## src/rtl/instr_fetch_decode.sv

```systemverilog
// -----------------------------------------------------------------------------
// instr_fetch_decode
//   Fetch/decode front end for the 16-bit instruction RAM. Owns the program
//   counter, reads one- and two-word instructions through a combinational RAM
//   port, splits the opcode word into bus-select fields and offers exactly one
//   decoded instruction at a time to the datapath control over valid/ready.
//   JUMPZ/NJUMPZ are resolved here using z_flag at the issue handshake; OVER
//   stops the unit until start or reset.
//
// Ports
//   clk          in   1       rising-edge clock
//   rst_n        in   1       asynchronous active-low reset
//   start        in   1       run from RESET_PC (honoured in IDLE and HALT)
//   iram_addr    out  ADDR_W  instruction RAM read address (always equals pc)
//   iram_word    in   16      instruction RAM read data, same cycle
//   z_flag       in   1       datapath zero flag for conditional jumps
//   instr_valid  out  1       decoded instruction presented
//   instr_ready  in   1       datapath accepts the presented instruction
//   opcode       out  6       instruction word [15:10]
//   a_sel        out  3       A-bus source, 0 when unused
//   b_sel        out  3       B-bus source, 0 when unused
//   c_sel        out  4       C-bus destination, 0 when none
//   imm          out  16      second word of two-word instructions, else 0
//   pc           out  ADDR_W  program counter (next fetch address)
//   halted       out  1       stopped by OVER or by an illegal condition
//   illegal      out  1       stop was caused by a bad opcode or fetch address
// -----------------------------------------------------------------------------
module instr_fetch_decode #(
    parameter int ADDR_W    = 16,
    parameter int RESET_PC  = 0,
    parameter int ROM_DEPTH = 512
) (
    input  logic              clk,
    input  logic              rst_n,
    input  logic              start,
    output logic [ADDR_W-1:0] iram_addr,
    input  logic [15:0]       iram_word,
    input  logic              z_flag,
    output logic              instr_valid,
    input  logic              instr_ready,
    output logic [5:0]        opcode,
    output logic [2:0]        a_sel,
    output logic [2:0]        b_sel,
    output logic [3:0]        c_sel,
    output logic [15:0]       imm,
    output logic [ADDR_W-1:0] pc,
    output logic              halted,
    output logic              illegal
);

    localparam logic [ADDR_W-1:0] L_RESET_PC = ADDR_W'(RESET_PC);
    // One extra bit so a depth equal to 2^ADDR_W still compares correctly.
    localparam logic [ADDR_W:0]   L_DEPTH    = (ADDR_W+1)'(ROM_DEPTH);

    localparam logic [5:0] OP_CONST  = 6'd10;
    localparam logic [5:0] OP_JUMPZ  = 6'd14;
    localparam logic [5:0] OP_NJUMPZ = 6'd15;
    localparam logic [5:0] OP_OVER   = 6'd16;

    typedef enum logic [2:0] {
        S_IDLE,
        S_FETCH,
        S_FETCH_IMM,
        S_ISSUE,
        S_HALT
    } state_t;

    state_t            r_state;
    logic [ADDR_W-1:0] r_pc;
    logic [5:0]        r_opcode;
    logic [2:0]        r_a;
    logic [2:0]        r_b;
    logic [3:0]        r_c;
    logic [15:0]       r_imm;
    logic              r_halted;
    logic              r_illegal;

    logic [5:0] w_op;
    logic       w_alu;
    logic       w_const;
    logic       w_two_word;
    logic       w_legal;
    logic       w_pc_oob;
    logic       w_taken;
    logic       w_issue;

    // Decode of the word currently on the RAM port (used only in FETCH).
    assign w_op       = iram_word[15:10];
    assign w_alu      = (w_op >= 6'd1) && (w_op <= 6'd9);
    assign w_const    = (w_op == OP_CONST);
    assign w_two_word = w_const || (w_op == OP_JUMPZ) || (w_op == OP_NJUMPZ);
    assign w_legal    = (w_op != 6'd0) && (w_op <= OP_OVER);
    assign w_pc_oob   = ({1'b0, r_pc} >= L_DEPTH);

    // Branch decision for the instruction being handed over this cycle.
    assign w_taken = ((r_opcode == OP_JUMPZ)  &&  z_flag) ||
                     ((r_opcode == OP_NJUMPZ) && !z_flag);

    always_ff @(posedge clk or negedge rst_n) begin
        if (!rst_n) begin
            r_state   <= S_IDLE;
            r_pc      <= L_RESET_PC;
            r_opcode  <= '0;
            r_a       <= '0;
            r_b       <= '0;
            r_c       <= '0;
            r_imm     <= '0;
            r_halted  <= 1'b0;
            r_illegal <= 1'b0;
        end else begin
            case (r_state)
                S_IDLE: begin
                    if (start) begin
                        r_pc    <= L_RESET_PC;
                        r_state <= S_FETCH;
                    end
                end

                S_FETCH: begin
                    r_pc     <= r_pc + ADDR_W'(1);
                    r_opcode <= w_op;
                    r_a      <= w_alu ? iram_word[9:7] : 3'd0;
                    r_b      <= w_alu ? iram_word[6:4] : 3'd0;
                    r_c      <= w_alu   ? iram_word[3:0] :
                                w_const ? iram_word[9:6] : 4'd0;
                    r_imm    <= '0;
                    if (w_pc_oob || !w_legal) begin
                        r_state   <= S_HALT;
                        r_halted  <= 1'b1;
                        r_illegal <= 1'b1;
                    end else if (w_two_word) begin
                        r_state <= S_FETCH_IMM;
                    end else begin
                        r_state <= S_ISSUE;
                    end
                end

                S_FETCH_IMM: begin
                    r_pc  <= r_pc + ADDR_W'(1);
                    r_imm <= iram_word;
                    if (w_pc_oob) begin
                        r_state   <= S_HALT;
                        r_halted  <= 1'b1;
                        r_illegal <= 1'b1;
                    end else begin
                        r_state <= S_ISSUE;
                    end
                end

                S_ISSUE: begin
                    if (instr_ready) begin
                        if (r_opcode == OP_OVER) begin
                            r_state  <= S_HALT;
                            r_halted <= 1'b1;
                        end else begin
                            // Out-of-range targets are accepted; the next fetch traps them.
                            if (w_taken) begin
                                r_pc <= ADDR_W'(r_imm);
                            end
                            r_state <= S_FETCH;
                        end
                    end
                end

                S_HALT: begin
                    if (start) begin
                        r_halted  <= 1'b0;
                        r_illegal <= 1'b0;
                        r_pc      <= L_RESET_PC;
                        r_state   <= S_FETCH;
                    end
                end

                default: r_state <= S_IDLE;
            endcase
        end
    end

    // Fields are only driven while an instruction is being offered.
    assign w_issue     = (r_state == S_ISSUE);
    assign instr_valid = w_issue;
    assign opcode      = w_issue ? r_opcode : 6'd0;
    assign a_sel       = w_issue ? r_a      : 3'd0;
    assign b_sel       = w_issue ? r_b      : 3'd0;
    assign c_sel       = w_issue ? r_c      : 4'd0;
    assign imm         = w_issue ? r_imm    : 16'd0;
    assign iram_addr   = r_pc;
    assign pc          = r_pc;
    assign halted      = r_halted;
    assign illegal     = r_illegal;

endmodule

```

## config.mk

```make
export PLATFORM = sky130hd
export DESIGN_NAME = instr_fetch_decode
export DESIGN_NICKNAME = d
export VERILOG_FILES = /design/src/rtl/instr_fetch_decode.sv
export SDC_FILE = /design/constraint.sdc
export NUM_CORES = 1
export LEC_CHECK = 0
export CAP_MARGIN = 20
export CORE_MARGIN = 2
export CORE_UTILIZATION = 48
export CTS_BUF_LIST = sky130_fd_sc_hd__clkbuf_8 sky130_fd_sc_hd__clkbuf_16
export CTS_CLUSTER_DIAMETER = 50
export DETAILED_ROUTE_END_ITERATION = 10
export PLACE_DENSITY = 0.85
export SETUP_SLACK_MARGIN = 0.2
export SLEW_MARGIN = 20
export SYNTH_ARGS = -nofsm -noshare
export SYNTH_HDL_FRONTEND = slang
export SYNTH_SLANG_ARGS = --single-unit
```

## constraint.sdc

```tcl
create_clock -name clk -period 2.15 [get_ports clk]
set_input_delay 0.3225 -clock clk [delete_from_list [all_inputs] [get_ports clk]]
set_output_delay 0.3225 -clock clk [all_outputs]
set_load 0.01 [all_outputs]
```

==> flow_summary_export.csv <==
group,metric,value,unit
final_layout,nets,446,
setup_path,path_cells,"buf_4 -> buf_4 -> or3b_1 -> buf_4 -> o31ai_1 -> o21ai_0",
sta,period_needed,2.002,ns
route,top_layer,"met4",
clock_network,clk_latency,0.32,ns
sta,tns,0,ns
sta,slew_violations,0,
die,die_y,83.72,um
grt,grt_pass1_vias,3059,
setup_path,worst_setup_path_start_kind,"flip-flop",
synth,syn_nets,355,
route,wl_met3,836,um
grt,grt_util_all_layers,0.2672,
final_layout,area_delta_synth_final,37.24,%
final_layout,diodes,0,
die,start_util,0.4888,
clock_network,clk_pin_slew,0.11,ns
clock_network,cts_root_buffer,"clkbuf_8",
sta,finalCritPeriodShare,0.9310,
power_and_ir_drop,irDropWorstVdd,0.9321,mV
sta,hold_viol,0,
synth,synth-seq-area-share,0.4348,
route,wl_per_cell,18.86,um
die,die_w,83.72,um
clock_network,clockBufferDepth,2,
grt,grt.overflow.total,0,
synth,syn_inst,332,
worst_hold_path,hold_path_class,"in2async",
placed_design,dp_slack,-0.1565,ns
synth,yosysWarnings,0,
setup_path,reg2regPathDepth,6,
route,wl_met2,4563,um
sta,tightest_slew,0.6736,ns
die,die_area,7009,um2
synth,synth_top_area_frac,0.4348,
synth,syn_area_per_cell,9.188,um2
route,drt_drc_violations_left,0,
synth,syn_area,3050,um2
grt,antenna_found_initial,0,
route,vias_per_cell,6.238,
setup_path,cpMostUsedCell,"buf_4",
sta,setup_viol,0,
route,routedLengthMet1,3816,um
setup_path,timing.rr.start,"r_state[0]",
die,coreArea,6241,um2
sta,clock_skew,0.01172,ns
clock_network,cts_tree,"built",
status,status,"finished clean",
placed_design,port-buffer-count,87,
route,wl,9449,um
power_and_ir_drop,p_sw,2.248,mW
synth,synth_flop_cell,"dfrtp_1",
power_and_ir_drop,clkPwrFrac,0.120,
setup_path,timing.rr.end,"halted",
route,dr.pass1.iters,6,
grt,grt_pass1_wl,15260,um
power_and_ir_drop,seqPwrFrac,0.334,
power_and_ir_drop,p_int,2.882,mW
power_and_ir_drop,switching_share,0.4382,
setup_path,worst_ep_required_time,2.33,ns
placed_design,gp_congestion,0.9067,
final_layout,drive_gt1_frac,0.2335,
synth,async_flop_share,1.000,
clock_network,cts-htree-levels,2,
clock_network,cts_inserted_buffers,5,
sta,fmax,499.6,MHz
synth,yosysUniqueCellTypes,57,
sta,slew_headroom,0.5510,
sta,rsz0062_at_grt,"yes",
placed_design,place_hpwl,6248,um
die,ios,88,
sta,fin_ws,0.1484,ns
synth,synth_seq_cells,53,
setup_path,cp.arrival,2.18,ns
die,num_rows,29,
setup_path,slowest_delay,0.40,ns
setup_path,crit_fanout,18,
job,maxCapViolations,0,
power_and_ir_drop,p_per_area,1225,nW/um2
setup_path,critPathTopFamily,"compound AO/OA/AOI/OAI gates",
setup_path,cp.buffers_inverters,3,
setup_path,path_class,"reg2reg",
route,drtIter0Drc,410,
route,num_vias,3125,
route,drtAntennaViolNets,0,
power_and_ir_drop,p_leak,1.907,nW
setup_path,crit_path_end_kind,"flip-flop",
grt,grt_start_max_net_pins,26,
setup_path,crit_slowest_cell,"dfrtp_1",
setup_path,r2r_slack,0.15,ns
synth,synth_edf_count,0,
clock_network,numClockSinks,53,
synth,yosysTopAreaCell,"dfrtp_1",
synth,synth_area_leaders,"dfrtp_1 (43%), and2_1 (5.7%), nand2_1 (4.9%)",
power_and_ir_drop,combinationalPowerShare,0.546,
[cells in the final DEF (no fill, tap or decap), drive strengths merged, types with 5 or more instances in the layout]
master,Yosys,layout
a211oi,6,6
a21oi,9,9
a22o,16,16
a31oi,8,8
and2,28,28
buf,26,51
clkbuf,12,14
clkdlybuf4s15,0,7
clkdlybuf4s50,0,53
dfrtp,53,53
inv,17,19
nand2,40,40
nor2,13,13
nor3,11,11
o211ai,5,5
o21ai,18,18
o22ai,8,8
[registers in the layout (all words and copies together) (netlist names)]
name       count
r_c            4
r_opcode       6
r_b            3
r_state        3
iram_addr     16
illegal        1
r_imm         16
r_a            3
halted         1
[metal layers]
| metal | up-vias | GRT usage |
|---|---|---|
| li1 | 1371 | - |
| met1 | 1501 | 0.3503 |
| met2 | 223 | 0.4436 |
| met3 | 30 | 0.05539 |
| met4 | 0 | 0.08798 |
| met5 | - | 0 |
[synth_stat cells, types with 4 or more instances]
cell,count
dfrtp_1,53
and2_1,28
nor2_1,13
a211oi_1,6
and3_1,4
inv_1,17
clkbuf_1,12
o211ai_1,5
nand2_1,40
a31oi_1,8
o22ai_1,8
buf_4,16
a21oi_1,9
buf_6,5
and4_1,4
nor3_1,11
o21ai_0,18
a221oi_1,4
a22o_1,16
[through the flow]
step | hold slack [ns] | instances | area, um2 | utilization | power [mW]
after floorplan | 0.02691 | 332 | 3050 | - | 3.261
after CTS | 0.4168 | 497 | 4125 | 0.6610 | 4.883
after detailed placement | 0.2319 | 483 | 3981 | 0.6379 | 4.144
after global routing | 0.4412 | 501 | 4187 | 0.6708 | 5.410
after global placement | 0.2337 | 483 | 3981 | 0.6379 | 4.029
final | 0.4200 | 501 | 4187 | 0.6708 | 5.129
[kinds of logic (layout without fill, tap and decap cells)]
| kind of cell | Yosys count | count (layout) | share of synthesized area |
|---|---|---|---|
| buf+inv | 55 | 146 | 0.1009 |
| simple gates | 125 | 126 | 0.2268 |
| xor+xnor | 2 | 2 | 0.005743 |
| mux | 1 | 1 | 0.003282 |
| flops | 53 | 53 | 0.4348 |
| compound gates | 94 | 94 | 0.2203 |
| fa+ha+maj | 2 | 2 | 0.008202 |
[how the worst max path moves through the flow]
stage / cells past startpoint / to / from / slack [ns]
after floorplan: 4 / r_state[0] / iram_addr[10] / 0.41
after global placement: 7 / iram_addr[4] / instr_ready / 0.04
after detailed placement: 7 / iram_addr[6] / instr_ready / -0.16
after CTS: 5 / imm[15] / r_state[0] / 0.14
after global routing: 5 / imm[4] / r_state[2] / 0.14
final: 6 / halted / r_state[0] / 0.15
[timing repair]
action	CTS	global route
cloned	2	2
hold buffers	1	0
setup buffers	3	2
pin swaps	1	2
endpoints found under the setup margin	47	43
hold endpoints to repair	12	0
resized for setup	118	26
[worst reg2reg max path, cell delays in order, from the launching register on]
cell and delay (ns):
dfrtp_1 0.40, buf_4 0.13, buf_4 0.15, or3b_1 0.39, buf_4 0.22, o31ai_1 0.39
o21ai_0 0.18
[power groups by stage]
stage | logic (mW) | clock network, mW | registers, mW
2_1_floorplan | 1.65 | 0 | 1.62
3_3_place_gp | 2.38 | 0 | 1.65
3_5_place_dp | 2.47 | 0 | 1.67
4_1_cts | 2.60 | 0.616 | 1.67
5_1_grt | 3.00 | 0.659 | 1.75
6_report | 2.80 | 0.617 | 1.71
[final cells by class]
| cell class | count | area, um2 |
|---|---|---|
| Inverter | 17 | 63.81 |
| Sequential cell | 53 | 1328 |
| Clock buffer | 5 | 68.82 |
| Timing Repair Buffer | 121 | 1091 |
| Clock inverter | 3 | 25.02 |
| Tap cell | 77 | 96.34 |
| Multi-Input combinational cell | 225 | 1514 |
| Fill cell | 486 | 2054 |
No activity file was read; power rests on OpenSTA's default activity.
